$ cat src/rtl/core_pkg.sv
// Shared core definitions used by the ALU reservation station and the ALU.
// - OPC_*      : RV32I major opcodes (instruction bits [6:2])
// - rs_tag_t   : ROB tag storage; wide enough for any ROB up to 256 entries,
//                narrower TAGW values are zero-extended into it
// - rs_entry_t : one reservation-station entry
package core_pkg;

  localparam logic [4:0] OPC_LUI    = 5'b01101;
  localparam logic [4:0] OPC_AUIPC  = 5'b00101;
  localparam logic [4:0] OPC_JAL    = 5'b11011;
  localparam logic [4:0] OPC_JALR   = 5'b11001;
  localparam logic [4:0] OPC_BRANCH = 5'b11000;
  localparam logic [4:0] OPC_OP_IMM = 5'b00100;
  localparam logic [4:0] OPC_OP     = 5'b01100;

  localparam int unsigned RS_TAG_MAX_W = 8;

  typedef logic [RS_TAG_MAX_W-1:0] rs_tag_t;

  typedef struct packed {
    logic        valid;
    logic [4:0]  opcode;
    logic [2:0]  funct3;
    logic        funct7;
    logic [31:0] imm;
    logic [15:0] pc;
    rs_tag_t     rob_idx;
    logic        rs1_rdy;
    rs_tag_t     rs1_tag;
    logic [31:0] rs1_data;
    logic        rs2_rdy;
    rs_tag_t     rs2_tag;
    logic [31:0] rs2_data;
  } rs_entry_t;

endpackage

$ cat src/rtl/rs_select.sv
// Oldest-ready priority encoder for the reservation station.
// Entry 0 is the oldest, so the lowest index with valid && ready wins.
// - valid_i : per-entry valid bits
// - ready_i : per-entry "both operands ready" bits
// - found_o : some entry is selectable
// - idx_o   : index of the selected entry (0 when none)
module rs_select #(
  parameter int DEPTH = 4,
  parameter int IDXW  = 2
) (
  input  logic [DEPTH-1:0] valid_i,
  input  logic [DEPTH-1:0] ready_i,
  output logic             found_o,
  output logic [IDXW-1:0]  idx_o
);

  logic            hit;
  logic [IDXW-1:0] idx;

  always_comb begin
    hit = 1'b0;
    idx = '0;
    for (int unsigned i = 0; i < DEPTH; i++) begin
      if (!hit && valid_i[i] && ready_i[i]) begin
        hit = 1'b1;
        idx = IDXW'(i);
      end
    end
  end

  assign found_o = hit;
  assign idx_o   = idx;

endmodule

$ cat src/rtl/alu_rs.sv
// ALU reservation station: collapsing issue queue between dispatch and the
// single-cycle ALU.
// - clk/rst           : core clock, asynchronous active-high reset
// - flush             : drop every held entry and the EXE register
// - dis_*             : dispatch request, operands and tags; dis_ready = room
// - cdb_*             : result broadcast used for operand wakeup
// - issue_ready       : ALU can accept the EXE bundle this cycle
// - EXE_*, alu_start  : registered issue bundle and its valid
// - occupancy         : number of valid entries
module alu_rs
  import core_pkg::*;
#(
  parameter int DEPTH = 4,
  parameter int TAGW  = 3
) (
  input  logic                        clk,
  input  logic                        rst,
  input  logic                        flush,
  input  logic                        dis_valid,
  output logic                        dis_ready,
  input  logic [4:0]                  dis_opcode,
  input  logic [2:0]                  dis_funct3,
  input  logic                        dis_funct7,
  input  logic [31:0]                 dis_imm,
  input  logic [15:0]                 dis_pc,
  input  logic [TAGW-1:0]             dis_rob_idx,
  input  logic                        dis_rs1_rdy,
  input  logic                        dis_rs2_rdy,
  input  logic [TAGW-1:0]             dis_rs1_tag,
  input  logic [TAGW-1:0]             dis_rs2_tag,
  input  logic [31:0]                 dis_rs1_data,
  input  logic [31:0]                 dis_rs2_data,
  input  logic                        cdb_valid,
  input  logic [TAGW-1:0]             cdb_rob_idx,
  input  logic [31:0]                 cdb_data,
  input  logic                        issue_ready,
  output logic [4:0]                  EXE_opcode,
  output logic [2:0]                  EXE_funct3,
  output logic                        EXE_funct7,
  output logic [31:0]                 EXE_imm,
  output logic [15:0]                 EXE_pc,
  output logic [31:0]                 EXE_rs1_data,
  output logic [31:0]                 EXE_rs2_data,
  output logic [TAGW-1:0]             EXE_rob_idx,
  output logic                        alu_start,
  output logic [$clog2(DEPTH+1)-1:0]  occupancy
);

  localparam int IDXW = (DEPTH > 1) ? $clog2(DEPTH) : 1;
  localparam int OCCW = $clog2(DEPTH+1);

  rs_entry_t entries_q [DEPTH];
  rs_entry_t entries_d [DEPTH];
  // Stored entries with this cycle's wakeup applied; the extra top slot is
  // an always-empty entry shifted in when the queue collapses.
  rs_entry_t woken [DEPTH+1];
  rs_entry_t dis_entry;

  logic [OCCW-1:0] occ_q, occ_d;
  logic [OCCW-1:0] dis_slot;

  logic            alu_start_q, alu_start_d;
  logic [4:0]      exe_opcode_q, exe_opcode_d;
  logic [2:0]      exe_funct3_q, exe_funct3_d;
  logic            exe_funct7_q, exe_funct7_d;
  logic [31:0]     exe_imm_q, exe_imm_d;
  logic [15:0]     exe_pc_q, exe_pc_d;
  logic [31:0]     exe_rs1_data_q, exe_rs1_data_d;
  logic [31:0]     exe_rs2_data_q, exe_rs2_data_d;
  logic [TAGW-1:0] exe_rob_idx_q, exe_rob_idx_d;

  logic [DEPTH-1:0] valid_vec, ready_vec;
  logic             sel_found;
  logic [IDXW-1:0]  sel_idx;
  logic             exe_free, do_issue, do_dis;
  rs_tag_t          cdb_tag;

  assign cdb_tag   = rs_tag_t'(cdb_rob_idx);
  assign dis_ready = (occ_q < OCCW'(DEPTH));

  always_comb begin
    valid_vec = '0;
    ready_vec = '0;
    for (int unsigned i = 0; i < DEPTH; i++) begin
      valid_vec[i] = entries_q[i].valid;
      ready_vec[i] = entries_q[i].rs1_rdy && entries_q[i].rs2_rdy;
    end
  end

  rs_select #(
    .DEPTH (DEPTH),
    .IDXW  (IDXW)
  ) u_select (
    .valid_i (valid_vec),
    .ready_i (ready_vec),
    .found_o (sel_found),
    .idx_o   (sel_idx)
  );

  always_comb begin
    exe_free = !alu_start_q || issue_ready;
    do_issue = sel_found && exe_free;
    do_dis   = dis_valid && dis_ready;

    dis_entry          = '0;
    dis_entry.valid    = 1'b1;
    dis_entry.opcode   = dis_opcode;
    dis_entry.funct3   = dis_funct3;
    dis_entry.funct7   = dis_funct7;
    dis_entry.imm      = dis_imm;
    dis_entry.pc       = dis_pc;
    dis_entry.rob_idx  = rs_tag_t'(dis_rob_idx);
    dis_entry.rs1_rdy  = dis_rs1_rdy;
    dis_entry.rs1_tag  = rs_tag_t'(dis_rs1_tag);
    dis_entry.rs1_data = dis_rs1_data;
    dis_entry.rs2_rdy  = dis_rs2_rdy;
    dis_entry.rs2_tag  = rs_tag_t'(dis_rs2_tag);
    dis_entry.rs2_data = dis_rs2_data;
    if (cdb_valid && !dis_rs1_rdy && dis_entry.rs1_tag == cdb_tag) begin
      dis_entry.rs1_rdy  = 1'b1;
      dis_entry.rs1_data = cdb_data;
    end
    if (cdb_valid && !dis_rs2_rdy && dis_entry.rs2_tag == cdb_tag) begin
      dis_entry.rs2_rdy  = 1'b1;
      dis_entry.rs2_data = cdb_data;
    end

    for (int unsigned i = 0; i < DEPTH; i++) begin
      woken[i] = entries_q[i];
      if (cdb_valid && entries_q[i].valid) begin
        if (!entries_q[i].rs1_rdy && entries_q[i].rs1_tag == cdb_tag) begin
          woken[i].rs1_rdy  = 1'b1;
          woken[i].rs1_data = cdb_data;
        end
        if (!entries_q[i].rs2_rdy && entries_q[i].rs2_tag == cdb_tag) begin
          woken[i].rs2_rdy  = 1'b1;
          woken[i].rs2_data = cdb_data;
        end
      end
    end
    woken[DEPTH] = '0;

    // The new op lands in the first free slot after the collapse, which is
    // one lower than the current occupancy when an entry issues.
    dis_slot = do_issue ? (occ_q - OCCW'(1)) : occ_q;

    for (int unsigned i = 0; i < DEPTH; i++) begin
      if (do_issue && i >= 32'(sel_idx)) entries_d[i] = woken[i+1];
      else                               entries_d[i] = woken[i];
      if (do_dis && i == 32'(dis_slot))  entries_d[i] = dis_entry;
    end

    occ_d = occ_q + OCCW'(do_dis) - OCCW'(do_issue);

    alu_start_d    = alu_start_q;
    exe_opcode_d   = exe_opcode_q;
    exe_funct3_d   = exe_funct3_q;
    exe_funct7_d   = exe_funct7_q;
    exe_imm_d      = exe_imm_q;
    exe_pc_d       = exe_pc_q;
    exe_rs1_data_d = exe_rs1_data_q;
    exe_rs2_data_d = exe_rs2_data_q;
    exe_rob_idx_d  = exe_rob_idx_q;
    if (do_issue) begin
      alu_start_d    = 1'b1;
      exe_opcode_d   = entries_q[sel_idx].opcode;
      exe_funct3_d   = entries_q[sel_idx].funct3;
      exe_funct7_d   = entries_q[sel_idx].funct7;
      exe_imm_d      = entries_q[sel_idx].imm;
      exe_pc_d       = entries_q[sel_idx].pc;
      exe_rs1_data_d = entries_q[sel_idx].rs1_data;
      exe_rs2_data_d = entries_q[sel_idx].rs2_data;
      exe_rob_idx_d  = entries_q[sel_idx].rob_idx[TAGW-1:0];
    end else if (exe_free) begin
      alu_start_d = 1'b0;
    end

    if (flush) begin
      for (int unsigned i = 0; i < DEPTH; i++) entries_d[i] = '0;
      occ_d          = '0;
      alu_start_d    = 1'b0;
      exe_opcode_d   = '0;
      exe_funct3_d   = '0;
      exe_funct7_d   = 1'b0;
      exe_imm_d      = '0;
      exe_pc_d       = '0;
      exe_rs1_data_d = '0;
      exe_rs2_data_d = '0;
      exe_rob_idx_d  = '0;
    end
  end

  always_ff @(posedge clk or posedge rst) begin
    if (rst) begin
      for (int unsigned i = 0; i < DEPTH; i++) entries_q[i] <= '0;
      occ_q          <= '0;
      alu_start_q    <= 1'b0;
      exe_opcode_q   <= '0;
      exe_funct3_q   <= '0;
      exe_funct7_q   <= 1'b0;
      exe_imm_q      <= '0;
      exe_pc_q       <= '0;
      exe_rs1_data_q <= '0;
      exe_rs2_data_q <= '0;
      exe_rob_idx_q  <= '0;
    end else begin
      entries_q      <= entries_d;
      occ_q          <= occ_d;
      alu_start_q    <= alu_start_d;
      exe_opcode_q   <= exe_opcode_d;
      exe_funct3_q   <= exe_funct3_d;
      exe_funct7_q   <= exe_funct7_d;
      exe_imm_q      <= exe_imm_d;
      exe_pc_q       <= exe_pc_d;
      exe_rs1_data_q <= exe_rs1_data_d;
      exe_rs2_data_q <= exe_rs2_data_d;
      exe_rob_idx_q  <= exe_rob_idx_d;
    end
  end

  assign alu_start    = alu_start_q;
  assign occupancy    = occ_q;
  assign EXE_opcode   = exe_opcode_q;
  assign EXE_funct3   = exe_funct3_q;
  assign EXE_funct7   = exe_funct7_q;
  assign EXE_imm      = exe_imm_q;
  assign EXE_pc       = exe_pc_q;
  assign EXE_rs1_data = exe_rs1_data_q;
  assign EXE_rs2_data = exe_rs2_data_q;
  assign EXE_rob_idx  = exe_rob_idx_q;

endmodule
$ cat config.mk
export PLATFORM = sky130hd
export DESIGN_NAME = alu_rs
export DESIGN_NICKNAME = d
export VERILOG_FILES = /design/src/rtl/core_pkg.sv /design/src/rtl/rs_select.sv /design/src/rtl/alu_rs.sv
export SDC_FILE = /design/constraint.sdc
export NUM_CORES = 2
export LEC_CHECK = 0
export CAP_MARGIN = 15
export CORE_MARGIN = 1.5
export CORE_UTILIZATION = 40
export DETAILED_ROUTE_END_ITERATION = 16
export HOLD_SLACK_MARGIN = 0.1
export PLACE_DENSITY = 0.54
export SKIP_CTS_REPAIR_TIMING = 1
export SLEW_MARGIN = 5
export SYNTH_ARGS = -nofsm -noshare
export SYNTH_HDL_FRONTEND = slang
export SYNTH_SLANG_ARGS = --single-unit
$ cat constraint.sdc
create_clock -name clk -period 27.7 [get_ports clk]
set_clock_uncertainty 0.1 [all_clocks]
set_input_delay 6.925 -clock clk [delete_from_list [all_inputs] [get_ports clk]]
set_output_delay 6.925 -clock clk [all_outputs]
set_load 0.02 [all_outputs]
==> results by stage <==
Die:
- The initialized floorplan defines 113 standard-cell rows.
- The starting density of the core is 40.5%.
- The count of boundary I/O pins is 302.
- The core region is 95300 um^2.
- In this run the horizontal extent of the chip is 313 um.
- The overall die height is 313 um.
- The die outline area is 98300 um^2.

Layout:
- The area overhead of the layout relative to synthesis is 14.9%.
- The final layout net count is 4189.
- The number of inserted filler cells in the final layout is 9061.
- Summing all flip-flop and latch instances after layout gives 16600 um^2.
- Summing all multi-input logic gate instances after layout gives 19600 um^2.
- In the final layout, the share of cells above drive strength 1 is 10.6%.

STA:
- The final hold violation count is 0.
- In the finished design, the share of the clock period the worst path needs comes to 37.7%.
- Measured against its own limit, the worst slew margin works out to 19.6%.
- The post-route minimum period is 10460 ps.
- Setup repair after global routing left no endpoint under its margin.
- The number of setup violations in the final report is 0.
- The max-slew violation total from the final report was 0.
- The maximum frequency from static timing analysis is 95.6 MHz.
- The measured slew at the worst slew-check pin is 1210 ps.
- The total negative slack is 0 ps.

Synthesis:
- Summed over its instances, the top area cell type makes up 43.0% of the synthesized netlist area.
- The dominant synthesized flop cell is sky130_fd_sc_hd__dfrtp_1.
- The post-synthesis sequential area ratio is 43.0%.
- The synthesized netlist occupies a cell area of 38600 um^2.
- The post-synthesis async set-or-reset flop share is 100%.
- When the netlist entered floorplanning its net count stood at 4235.
- In the synthesized netlist, the cells that appear most often are 663 x sky130_fd_sc_hd__dfrtp_1, 413 x sky130_fd_sc_hd__nand2_1, 332 x sky130_fd_sc_hd__clkbuf_1.
- After synthesis, the cell types taking the most area are sky130_fd_sc_hd__dfrtp_1 43%, sky130_fd_sc_hd__mux2i_1 6.5%, sky130_fd_sc_hd__a311oi_1 6.0%.
- Counting flops with a built-in enable in the synthesized netlist gives 0.
- The distinct cell type count of the synthesized netlist is 64.
- The synthesized design spends more area on one cell type than any other, namely sky130_fd_sc_hd__dfrtp_1.
- Each instance of the synthesized netlist takes up on average 9.50 um^2.
- By instance count, the leading cell after synthesis is sky130_fd_sc_hd__dfrtp_1.
- The register bit count reported by yosys is 663.
- The post-synthesis cell count is 4058.
- During synthesis, Yosys emitted a total of 0 warnings.

Min path:
- The min-delay analysis places its worst path in the category reg2reg.
- Counting instances, the worst hold path has a depth of 2.

Worst setup path:
- STA classifies the critical path endpoint as a flip-flop.
- STA puts the critical path data arrival time at 10900 ps.
- For the worst setup path, the data required time is 28140 ps.
- The critical path is of the in2reg type.
- The worst register-to-register path has a setup slack of 22940 ps.
- The critical path goes through clkdlybuf4s50_1 -> nor2b_1 -> a41o_4 -> mux2_4 -> buf_4 -> nor3_1 -> a311oi_1.
- Of all nets on the critical path, the largest fanout is 54.
- The delay contributed by the slowest stage of the critical path is 890 ps.
- Counting cells, the worst reg-to-reg path comes to 7.
- The largest individual stage delay along the critical path comes from the cell sky130_fd_sc_hd__mux2_4.
- The worst setup path is launched from an input pin.

Clock tree:
- After clock tree synthesis, the clock-pin slew on the worst setup and hold paths is 60 ps.
- CTS saw 663 sinks.
- Clock tree synthesis inserted a total of 79 buffers.
- The H-tree generated during clock tree synthesis spans 3 levels.
- The clock passes through at most 3 buffers.
- The clock reaches the later pin of the worst-skew pair after 660 ps.
- TritonCTS built the clock tree.
- In this run the clock root is driven by a sky130_fd_sc_hd__clkbuf_16.

Global routing:
- The initial antenna violation count was 8.
- The maximum number of pins on one net before global-route repair is 155.
- The wire length of the first global-routing pass is 235 mm.
- The global router's overall resource usage is 31.3%.
- The total congestion overflow is 0.
- The number of global-route vias before repair is 34695.

Flow run:
- The tool flagged a number of max-cap violations equal to 0.

Detailed routing:
- After detailed routing, the average wire length per cell comes to 29.4 um.
- The DRC violations left is 0.
- In this run the remaining antenna-violating nets after routing total 0.
- For this block, the initial DRC count from the detailed router was 3756.
- The via count normalized by instance count is 6.57.
- The total routed wirelength is 157 mm.
- The total number of vias is 35077.
- For this run, the detailed router's first-pass iteration total came to 6.

Pwr:
- For this design the ratio of total power to cell area is 68.3 nW/um^2.
- The post-layout total power is 3.02 mW.
- The static leakage is 16.1 nW.
- VDD sags by at most 0.0444 mV.

Placed design:
- Detailed placement finished with a half-perimeter wire length of 82.9 mm.
- The number of buffers added on ports is 301.
- The final weighted congestion in routability-driven placement is 0.798.

Run status:
- The flow ran to the end, and the final reports show no timing, DRC or antenna violations.
logic make-up (layout without fill, tap and decap cells):
logic type | after synthesis | in the layout | synth area share [%]
AO/OA/AOI/OAI | 1272 | 1272 | 23.8
XOR/XNOR | 32 | 32 | 0.727
adder cells (fa/ha/maj) | 4 | 4 | 0.149
buffers and inverters | 578 | 590 | 6.74
flip-flops | 663 | 663 | 43.0
multiplexers | 445 | 445 | 12.3
other | 0 | 6 | 0
AND/OR/NAND/NOR | 1064 | 1064 | 13.3
power by group:
part,switching [mW],internal [mW]
registers,0.0925,1.09
clock network,0.442,0.618
logic,0.500,0.277
total,1.03,1.99
critical path: cells and delay by family:
| family | cells | cell delay (ps) |
|---|---|---|
| multiplexers | 1 | 890 |
| buffers and inverters | 2 | 1280 |
| AO/OA/AOI/OAI | 2 | 920 |
| AND/OR/NAND/NOR | 2 | 800 |
layout by cell type, fill, tap and decap left out, drive strengths merged, types with 67 or more instances in the layout:
| cell | count |
|---|---|
| dfrtp | 663 |
| nand2 | 414 |
| clkdlybuf4s50 | 300 |
| o21ai | 266 |
| a311oi | 262 |
| mux2i | 253 |
| nor3 | 203 |
| mux2 | 192 |
| nand3 | 141 |
| o22ai | 130 |
| clkbuf | 124 |
| a21oi | 81 |
| inv | 81 |
| nor2 | 76 |
| nand4 | 73 |
| buf | 73 |
| nand2b | 68 |
| o21a | 67 |
cell type report:
type / count / area share [%]
diodes: 6 / 0.0339
clock buffers: 124 / 5.40
multi-input cells: 2817 / 44.3
well taps: 1265 / 3.57
flip-flops and latches: 663 / 37.5
clock inverters: 15 / 0.370
repair buffers: 373 / 8.12
inverters: 78 / 0.718
per-stage QoR:
stage / worst slack [ps] / area [um^2] / cells / utilization, % / hold slack (ps)
6_report: 17240 / 44300 / 5341 / 46.5 / 411
5_1_grt: 16910 / 44300 / 5338 / 46.5 / 432
4_1_cts: 17330 / 44300 / 5335 / 46.5 / 418
3_5_place_dp: 16630 / 41700 / 5196 / 43.8 / 406
3_3_place_gp: 16560 / 41700 / 5196 / 43.8 / 396
2_1_floorplan: 2090 / 38600 / 4058 / - / 382
per-layer routing:
| layer | up-vias | share of wire (%) | GRT usage (%) | wire (um) |
|---|---|---|---|---|
| met5 | - | 0.027 | 0 | 42 |
| met4 | 8 | 3.4 | 11.7 | 5330 |
| met3 | 308 | 8.4 | 6.51 | 13200 |
| met2 | 1774 | 45 | 48.5 | 71400 |
| met1 | 17785 | 43 | 43.0 | 67300 |
| li1 | 15202 | - | - | - |
sequential cells by signal, summed over array words and instances (netlist names):
name	cells
occupancy	3
EXE_pc	16
EXE_rs1_data	32
EXE_imm	32
alu_start	1
EXE_rob_idx	3
EXE_opcode	5
EXE_rs2_data	32
EXE_funct3	3
entries_q	535
EXE_funct7	1
final timing paths:
check | startpoint | end
worst max-delay path | issue_ready | entries_q[289]
worst min-delay path | EXE_opcode[2] | EXE_opcode[2]
worst max register to register | entries_q[336] | entries_q[323]
worst min register to register | EXE_opcode[2] | EXE_opcode[2]
max in group asynchronous | rst | EXE_pc[9]
min in group asynchronous | rst | EXE_rs1_data[18]
Note: power is estimated with default switching activity, not from simulation.
